$ cat config.mk
export PLATFORM = sky130hd
export DESIGN_NAME = rng_request_scheduler_flat
export DESIGN_NICKNAME = d
export VERILOG_FILES = /design/src/rtl/rng_request_scheduler_if.sv /design/src/rtl/rng_request_scheduler.sv /design/src/flat_wrapper.sv
export SDC_FILE = /design/constraint.sdc
export NUM_CORES = 1
export LEC_CHECK = 0
export CORE_MARGIN = 8
export CORE_UTILIZATION = 43
export CTS_CLUSTER_SIZE = 25
export DETAILED_ROUTE_END_ITERATION = 12
export PLACE_DENSITY = 0.73
export SLEW_MARGIN = 20
export SYNTH_ARGS = -nofsm -noshare
export SYNTH_HDL_FRONTEND = slang
export SYNTH_SLANG_ARGS = --single-unit
$ cat constraint.sdc
create_clock -name clk -period 1.4 [get_ports clk]
set_input_delay 0.42 -clock clk [delete_from_list [all_inputs] [get_ports clk]]
set_output_delay 0.42 -clock clk [all_outputs]
set_load 0.02 [all_outputs]
$ cat src/rtl/rng_request_scheduler_if.sv
// Requester/RNG-facing bundle of the RNG request scheduler.
// The scheduler takes the slave view; requesters and the RNG drive the master view.
interface rng_request_scheduler_if #(
   parameter int NREQ   = 4,
   parameter int RAND_W = 7
);
   logic [NREQ-1:0]   req;
   logic [NREQ-1:0]   ack;
   logic [NREQ-1:0]   gnt;
   logic              rnd_valid;
   logic [RAND_W-1:0] rnd_data;
   logic              rnd_err;
   logic              rng_send;
   logic [RAND_W-1:0] rng_rand;

   modport master (output req, ack, rng_rand,
                   input  gnt, rnd_valid, rnd_data, rnd_err, rng_send);
   modport slave  (input  req, ack, rng_rand,
                   output gnt, rnd_valid, rnd_data, rnd_err, rng_send);
endinterface

$ cat src/rtl/rng_request_scheduler.sv
// Round-robin sharing of one RNG between NREQ requesters, with optional rejection
// sampling into [1, LIMIT-1] when RNG_SCHED_REJECT_EN is defined.
module rng_request_scheduler #(
   parameter int NREQ      = 4,
   parameter int RAND_W    = 7,
   parameter int SETTLE    = 2,
   parameter int LIMIT     = 97,
   parameter int MAX_RETRY = 15
) (
   input  logic                   clk,
   input  logic                   rst_n,
   rng_request_scheduler_if.slave bus
);
   localparam int PW = (NREQ > 1)   ? $clog2(NREQ)   : 1;
   localparam int SW = (SETTLE > 1) ? $clog2(SETTLE) : 1;

   typedef enum logic [2:0] {IDLE, FIRE, WAIT, CHECK, DELIVER} state_t;

   state_t            state;
   logic [PW-1:0]     rr_ptr;
   logic [PW-1:0]     gidx;
   logic [PW-1:0]     arb_idx;
   logic [PW-1:0]     cand;
   logic              arb_hit;
   logic [SW-1:0]     settle_cnt;
   logic [RAND_W-1:0] sample;
   logic [NREQ-1:0]   gnt;
   logic              rnd_valid;
   logic [RAND_W-1:0] rnd_data;
   logic              rng_send;
   logic              req_g;
   logic              ack_g;
   logic              abandon;

   // Configurations outside the legal range elaborate nothing extra here.
   if (NREQ < 2 || SETTLE < 1 || LIMIT < 2 || MAX_RETRY < 1) begin : g_param_range
   end

   // Scan downward in offset so the lowest offset from rr_ptr wins.
   always_comb begin
      arb_hit = 1'b0;
      arb_idx = '0;
      cand    = '0;
      for (int i = NREQ - 1; i >= 0; i--) begin
         cand = PW'((int'(rr_ptr) + i) % NREQ);
         if (bus.req[cand]) begin
            arb_hit = 1'b1;
            arb_idx = cand;
         end
      end
   end

   assign req_g   = bus.req[gidx];
   assign ack_g   = bus.ack[gidx] & gnt[gidx];
   // A drop coinciding with the acknowledging edge is a completion, not an abandon.
   assign abandon = (state != IDLE) && !req_g && !((state == DELIVER) && ack_g);

`ifdef RNG_SCHED_REJECT_EN
   localparam int RW = (MAX_RETRY > 0) ? $clog2(MAX_RETRY + 1) : 1;
   logic [RW-1:0] retry_cnt;
   logic          rnd_err_q;
   logic          accept;

   assign accept      = (sample != '0) && (sample <= RAND_W'(LIMIT - 1));
   assign bus.rnd_err = rnd_err_q;
`else
   assign bus.rnd_err = 1'b0;
`endif

   always_ff @(posedge clk) begin
      if (!rst_n) begin
         state      <= IDLE;
         rr_ptr     <= '0;
         gidx       <= '0;
         gnt        <= '0;
         rnd_valid  <= 1'b0;
         rnd_data   <= '0;
         rng_send   <= 1'b0;
         settle_cnt <= '0;
         sample     <= '0;
`ifdef RNG_SCHED_REJECT_EN
         retry_cnt  <= '0;
         rnd_err_q  <= 1'b0;
`endif
      end else if (abandon) begin
         state     <= IDLE;
         gnt       <= '0;
         rnd_valid <= 1'b0;
         rng_send  <= 1'b0;
`ifdef RNG_SCHED_REJECT_EN
         retry_cnt <= '0;
         rnd_err_q <= 1'b0;
`endif
      end else begin
         rng_send <= 1'b0;
         case (state)
            IDLE: if (arb_hit) begin
               gidx     <= arb_idx;
               gnt      <= NREQ'(1) << arb_idx;
               rng_send <= 1'b1;
               state    <= FIRE;
            end
            FIRE: begin
               settle_cnt <= SW'(SETTLE - 1);
               state      <= WAIT;
            end
            WAIT: begin
               if (settle_cnt == '0) begin
                  sample <= bus.rng_rand;
                  state  <= CHECK;
               end else begin
                  settle_cnt <= settle_cnt - 1'b1;
               end
            end
            CHECK: begin
`ifdef RNG_SCHED_REJECT_EN
               if (accept) begin
                  rnd_data  <= sample;
                  retry_cnt <= '0;
                  rnd_valid <= 1'b1;
                  state     <= DELIVER;
               end else if (retry_cnt != RW'(MAX_RETRY)) begin
                  retry_cnt <= retry_cnt + 1'b1;
                  rng_send  <= 1'b1;
                  state     <= FIRE;
               end else begin
                  rnd_data  <= '0;
                  rnd_err_q <= 1'b1;
                  retry_cnt <= '0;
                  rnd_valid <= 1'b1;
                  state     <= DELIVER;
               end
`else
               rnd_data  <= sample;
               rnd_valid <= 1'b1;
               state     <= DELIVER;
`endif
            end
            DELIVER: if (ack_g) begin
               rnd_valid <= 1'b0;
               gnt       <= '0;
               rr_ptr    <= (gidx == PW'(NREQ - 1)) ? '0 : gidx + 1'b1;
`ifdef RNG_SCHED_REJECT_EN
               rnd_err_q <= 1'b0;
`endif
               state     <= IDLE;
            end
            default: state <= IDLE;
         endcase
      end
   end

   assign bus.gnt       = gnt;
   assign bus.rnd_valid = rnd_valid;
   assign bus.rnd_data  = rnd_data;
   assign bus.rng_send  = rng_send;
endmodule

$ cat src/flat_wrapper.sv
// flat-port wrapper written by rule: the top's interface ports become plain ports
module rng_request_scheduler_flat 
#(
   parameter int NREQ      = 4,
   parameter int RAND_W    = 7,
   parameter int SETTLE    = 2,
   parameter int LIMIT     = 97,
   parameter int MAX_RETRY = 15
)
  (clk, rst_n, bus_req, bus_ack, bus_rng_rand, bus_gnt, bus_rnd_valid, bus_rnd_data, bus_rnd_err, bus_rng_send);
  rng_request_scheduler_if #(.NREQ(NREQ), .RAND_W(RAND_W)) bus_i ();
  input  logic clk;
  input  logic rst_n;
  input wire logic [$bits(bus_i.req)-1:0] bus_req;
  input wire logic [$bits(bus_i.ack)-1:0] bus_ack;
  input wire logic [$bits(bus_i.rng_rand)-1:0] bus_rng_rand;
  output wire logic [$bits(bus_i.gnt)-1:0] bus_gnt;
  output wire logic [$bits(bus_i.rnd_valid)-1:0] bus_rnd_valid;
  output wire logic [$bits(bus_i.rnd_data)-1:0] bus_rnd_data;
  output wire logic [$bits(bus_i.rnd_err)-1:0] bus_rnd_err;
  output wire logic [$bits(bus_i.rng_send)-1:0] bus_rng_send;
  assign bus_i.req = bus_req;
  assign bus_i.ack = bus_ack;
  assign bus_i.rng_rand = bus_rng_rand;
  assign bus_gnt = bus_i.gnt;
  assign bus_rnd_valid = bus_i.rnd_valid;
  assign bus_rnd_data = bus_i.rnd_data;
  assign bus_rnd_err = bus_i.rnd_err;
  assign bus_rng_send = bus_i.rng_send;
  rng_request_scheduler #(.NREQ(NREQ), .RAND_W(RAND_W), .SETTLE(SETTLE), .LIMIT(LIMIT), .MAX_RETRY(MAX_RETRY)) u_core (.clk(clk), .rst_n(rst_n), .bus(bus_i));
endmodule
---- After elaboration in Yosys (flattened, before gate mapping) ----
Index checks and enable logic that the tools add are counted.
storage, ports and cells
  ROM bits ................................ 0
  bits in registers ....................... 28
  output and inout bits ................... 14
  logic and storage cells ................. 88
  memories ................................ 0
  RAM bits ................................ 0
  bits of input ports ..................... 17
  latch bits .............................. 0
operators by class
  $mul .................................... 0
  $lt $le $gt $ge ......................... 5
  add/subtract/negate cells ............... 5
  shift operators ......................... 1
  mux-type cells .......................... 35
  eq/ne operators ......................... 8
  bitwise operators ....................... 5
  div/mod/pow operators ................... 0
  reduce and logical (&&, ||, !) cells .... 20
operators with widths
  kind                 number
  $lt 2x3->1 const B   5
  $pmux 3 s5           1
  $reduce_and 3->1     5
  $bmux 1 s2           7
  $mux 1               14
  $mux 2               5
  $mux 3               3
  $mux 4               2
  $pmux 4 s2           1
  $eq 3x2->1 const B   2
  $reduce_and 2->1     3
  $reduce_bool 2->1    3
  $add 2x1->2 const B  2
  $add 2x2->2 const B  2
  $ne 2x1->1 const B   2
  $not 1->1            4
  $pmux 1 s2           2
  $shl 1x2->4 const A  1
  $eq 3x1->1 const B   1
  $eq 3x3->1 const B   1
  $logic_and 1x1->1    3
  $logic_not 3->1      1
  $reduce_bool 3->1    1
  $reduce_or 3->1      1
  6 further kinds      7

---- Depth between registers and ports, before layout ----
  depth after elaboration ................. 10
  mapped depth ............................ 5
  gate-level depth less buffers ........... 5

---- Worst setup path before layout ----
OpenSTA, ideal clock, no wires.
  kind .................................... reg-to-reg
  start point ............................. register u_core.gidx[0]
  end point ............................... register u_core.rnd_data[0], in the netlist u_core.bus.rnd_data[0]
  path buffers ............................ 0
  slack ................................... -0.151 ns
  data required time ...................... 1.284 ns
  library setup time ...................... 0.116 ns
  data arrival time ....................... 1.435 ns
  cell stages (with the launch flop) ...... 5
  clock period less this slack ............ 1.551 ns
  path through ............................ dfxtp_1 mux4_2 nand3_4 mux2i_1 nor2b_1
on the way
  longest elaborated chain between the ends .. 8
  elaborated cells between the ends (all ways) .. 14
  classes of those cells .................. 6 x mux; 2 x bitwise; 6 x reduce/logical
ends and longest elaborated chain
  item                                 line                          source
  from (decl)                          rng_request_scheduler.sv:21   logic [PW-1:0] gidx;
  from (signal assigned)               rng_request_scheduler.sv:98   gidx <= arb_idx;
  $bmux 1 s2                           rng_request_scheduler.sv:54   assign ack_g = bus.ack[gidx] & gnt[gidx];
  $mux 1 (implied by the code)         rng_request_scheduler.sv:54
  $and 1x1->1                          rng_request_scheduler.sv:54
  $logic_and 1x1->1                    rng_request_scheduler.sv:56   assign abandon = (state != IDLE) && !req_g && !((state == DELIVER) && ack_g);
  $logic_not 1->1                      rng_request_scheduler.sv:56
  $logic_and 1x1->1 *                  rng_request_scheduler.sv:56
  $not 1->1 (no source line) *         --
  $reduce_and 2->1 (no source line) *  --
  to (signal assigned)                 rng_request_scheduler.sv:134  rnd_data <= sample;
  to (decl)                            rng_request_scheduler.sv:29   logic [RAND_W-1:0] rnd_data;
Every way passes the cells marked *; elsewhere a longest branch is shown, timed or not. The select of a mux whose other input is x is not followed.
A chain may end at the register's enable or synchronous reset.

---- Worst setup path after layout ----
Same ends and word-level chain as after synthesis.

==> qor.yml <==
status: "complete, but fails checks"
violations: "setup timing"
antenna_found_initial: 0
post-route-period-util_pct: 111.7
slew_viol_final: 0
critical_path.max_fanout: 7
critPathLaunch: "u_core.gidx[0]$_SDFFE_PN0P_"
r2r_cells: 4
die_w_um: 70.88
drive_gt1_share_pct: 35.71
max_freq_mhz: 639.5
synth_area_per_cell_sq_um: 10.04
die-area_sq_um: 5024
setup_viol: 25
p_int_mw: 1.770
crit_chain: "mux4_2 -> nand3_4 -> mux2i_1 -> nor2b_1"
clkPwrFrac_pct: 19.5
synthCells: 129
hold_viol_final: 0
insertion_delay_ns: 0.32
pre_cts_slack_ns: -0.6410
grt_pass1_wl_um: 5347
syn_nets: 147
ioPinCount: 31
max_cap_violations: 0
clock_tree.root_cell: "clkbuf_4"
fin_area_sq_um: 1821
ys_types: 34
initial_core_util_pct: 43.86
fp.dieH_um: 70.88
drc: 0
seqCellArea_sq_um: 573.1
antennaDiodeCount: 0
syn2layout_area_growth_pct: 40.58
wl_per_cell_um: 14.13
skew_ns: 0.0009965
worstReg2RegStart: "u_core.gidx[0]$_SDFFE_PN0P_"
syn_area_sq_um: 1295
synthSimpleGateAreaFrac_pct: 26.76
min_from: "u_core.bus.rnd_valid$_SDFFE_PP0P_"
cpLargestDelayFamily: "multiplexers"
core_sq_um: 2953
final_util_pct: 61.65
synthAdderAreaFrac_pct: 0.9662
grt_overflow: 0
clock_sinks: 28
ys_ff_latch: 28
routabilityCongestion: 0.8641
ir_worst_vdd_v: 0.0006114
clk_path_buf_depth: 2
fp-row-count: 20
nets: 201
synthMuxAreaShare_pct: 14.11
hold_class: "reg2reg"
power.switching_mw: 0.8899
drt_first_pass_iters: 4
postRouteAntennaNets: 0
leakage_nw: 0.8306
critPathArrivalTime_ns: 1.79
grt_usage_pct: 12.87
cp.required_ns: 1.63
ys_seq_area_share_pct: 43.29
worst_setup_path_start_kind: "flip-flop"
synth_top_family_by_area: "simple AND/OR/NAND/NOR gates"
hpwl_um: 2399
path_buf_inv: 0
grt_pass1_vias: 1157
yosys_warnings: 0
grt_max_degree: 17
dpl_cell_area_sq_um: 1780
swShare_pct: 33.46
rsz0062_at_grt: "true"
worst_slack_ns: -0.1638
fillers: 255
r2r_end: "u_core.bus.rnd_data[0]$_SDFFE_PN0P_"
drtIter0Drc: 38
power_density_nw_per_um2: 1461
drt_wl_total_um: 3037
synth_compound_area_share_pct: 11.40
cts_buffers: 3
path_class: "reg2reg"
clk_pin_slew_ns: 0.15
min_period_ns: 1.564
port_buffers: 29
multi_input_area_sq_um: 732.0
min_path_cells: 2
cts_max_level: 1
synth_xor_area_share_pct: 0.6763
via_per_inst: 5.102
cts_tree: "done"
slowest_stage: "mux4_2"
seq_power_share_pct: 38.2
r2r_setup_slack_ns: -0.16
min_to: "u_core.bus.rnd_valid$_SDFFE_PP0P_"
vias: 1097
pwr-share-comb_pct: 42.4
end_kind: "flip-flop"
cpPeakStageDelay_ns: 0.61
how the worst max path moves through the flow:
stage                                                     end  depth (start not counted)
after floorplan                u_core.bus.rng_send$_SDFF_PP0_                          3
after global placement    u_core.bus.rnd_data[3]$_SDFFE_PN0P_                          5
after detailed placement  u_core.bus.rnd_data[0]$_SDFFE_PN0P_                          5
after CTS                 u_core.bus.rnd_data[0]$_SDFFE_PN0P_                          4
after global routing      u_core.bus.rnd_data[0]$_SDFFE_PN0P_                          4
final                     u_core.bus.rnd_data[0]$_SDFFE_PN0P_                          4
cell usage after synthesis:
| master | n | area [sq um] |
|---|---|---|
| conb_1 | 1 | 3.750 |
| o41a_1 | 1 | 11.26 |
| buf_4 | 1 | 7.510 |
| clkbuf_2 | 2 | 10.01 |
| o21ai_0 | 1 | 5.000 |
| a21oi_1 | 11 | 55.05 |
| or3_1 | 2 | 12.51 |
| ha_1 | 1 | 12.51 |
| nor3_2 | 1 | 10.01 |
| o41ai_2 | 1 | 16.27 |
| nand4bb_1 | 1 | 11.26 |
| o21ai_2 | 1 | 8.760 |
| clkbuf_1 | 2 | 7.510 |
| dfxtp_1 | 28 | 560.5 |
| a21boi_0 | 3 | 22.52 |
| and4_4 | 1 | 11.26 |
| inv_1 | 2 | 7.510 |
| nor3b_1 | 1 | 7.510 |
| nor3_1 | 2 | 10.01 |
| xnor2_1 | 1 | 8.760 |
| nor2_1 | 6 | 22.52 |
| nand3b_4 | 1 | 20.02 |
| nand2_1 | 8 | 30.03 |
| a2bb2oi_1 | 1 | 8.760 |
| nand3_4 | 2 | 35.03 |
| nand4b_1 | 2 | 17.52 |
| nand3b_1 | 3 | 22.52 |
| nand4_1 | 1 | 6.260 |
| nor2b_1 | 16 | 100.1 |
| nand3_1 | 6 | 30.03 |
| a21boi_2 | 1 | 11.26 |
| mux4_2 | 1 | 22.52 |
| a311oi_1 | 1 | 8.760 |
| mux2i_1 | 16 | 160.2 |
through the flow:
step / setup TNS [ns] / std cells / hold WS (ns) / power, mW
finish: -2.849 / 215 / 0.4670 / 2.660
global route: -4.777 / 215 / 0.4979 / 2.823
CTS: -3.320 / 214 / 0.4768 / 2.678
detailed placement: -16.10 / 209 / 0.4576 / 2.101
global placement: -15.21 / 209 / 0.4478 / 2.070
floorplan: -1.650 / 129 / 0.4536 / 1.639
final cells by class:
cell class	instances	share of cell area (%)
multi-input combinational	94	40.21
sequential	28	31.48
timing repair buffer	54	22.75
tap	33	2.268
clock inverter	1	1.649
clock buffer	3	1.237
inverter	2	0.4124
repair_timing:
action / in CTS / in global routing
setup endpoints to repair: 41 / 41
pin swaps: 6 / 4
setup buffers: 1 / 1
hold buffers: 0 / 0
gates cloned: 0 / 0
resized for setup: 58 / 17
power groups by stage:
| stage | combinational (mW) | clock (mW) | sequential [mW] |
|---|---|---|---|
| detailed placement | 1.08 | 0 | 1.03 |
| CTS | 1.12 | 0.536 | 1.02 |
| global route | 1.22 | 0.564 | 1.03 |
| floorplan | 0.580 | 0 | 1.06 |
| finish | 1.13 | 0.518 | 1.01 |
| global placement | 1.05 | 0 | 1.02 |
placed cells by master (no fill, tap or decap), drive strengths merged, types with 2 or more instances in the layout:
| cell type | count |
|---|---|
| nand3 | 8 |
| nor3 | 3 |
| dlygate4sd2 | 8 |
| nand2 | 8 |
| a21boi | 4 |
| o21ai | 2 |
| clkbuf | 4 |
| buf | 37 |
| inv | 2 |
| dfxtp | 28 |
| nor2b | 16 |
| a21oi | 11 |
| nand3b | 4 |
| or3 | 2 |
| mux2i | 16 |
| nand4b | 2 |
| nor2 | 6 |
| clkdlybuf4s50 | 8 |
per-layer routing:
layer	vias to the layer above	global-route usage (%)	wire, um
li1	564	-	-
met1	505	14.47	1327
met2	26	22.14	1461
met3	2	4.944	236
met4	0	3.233	12
met5	-	0	0
logic make-up (layout without fill, tap and decap cells):
kind of cell               Yosys count  count (layout)
xor gates and xnor gates             1               1
buffers and inverters                7              60
DFF                                 28              28
adders and majority gates            1               1
AOI/OAI and AO/OA                   21              21
muxes                               17              17
other                                1               1
and+or+nand+nor                     53              53
state kept, by name, indices dropped and copies added, names as in the netlist:
| register | flops |
|---|---|
| u_core.sample | 7 |
| u_core.settle_cnt | 1 |
| u_core.bus.rnd_valid | 1 |
| u_core.bus.rng_send | 1 |
| u_core.bus.rnd_data | 7 |
| u_core.state | 3 |
| u_core.bus.gnt | 4 |
| u_core.gidx | 2 |
| u_core.rr_ptr | 2 |
worst min-delay path, stage by stage, from the launching register on:
cell     delay, ns
dfxtp_1       0.34
nand2_1       0.05
a21oi_1       0.06
(Power assumes the default switching activity.)
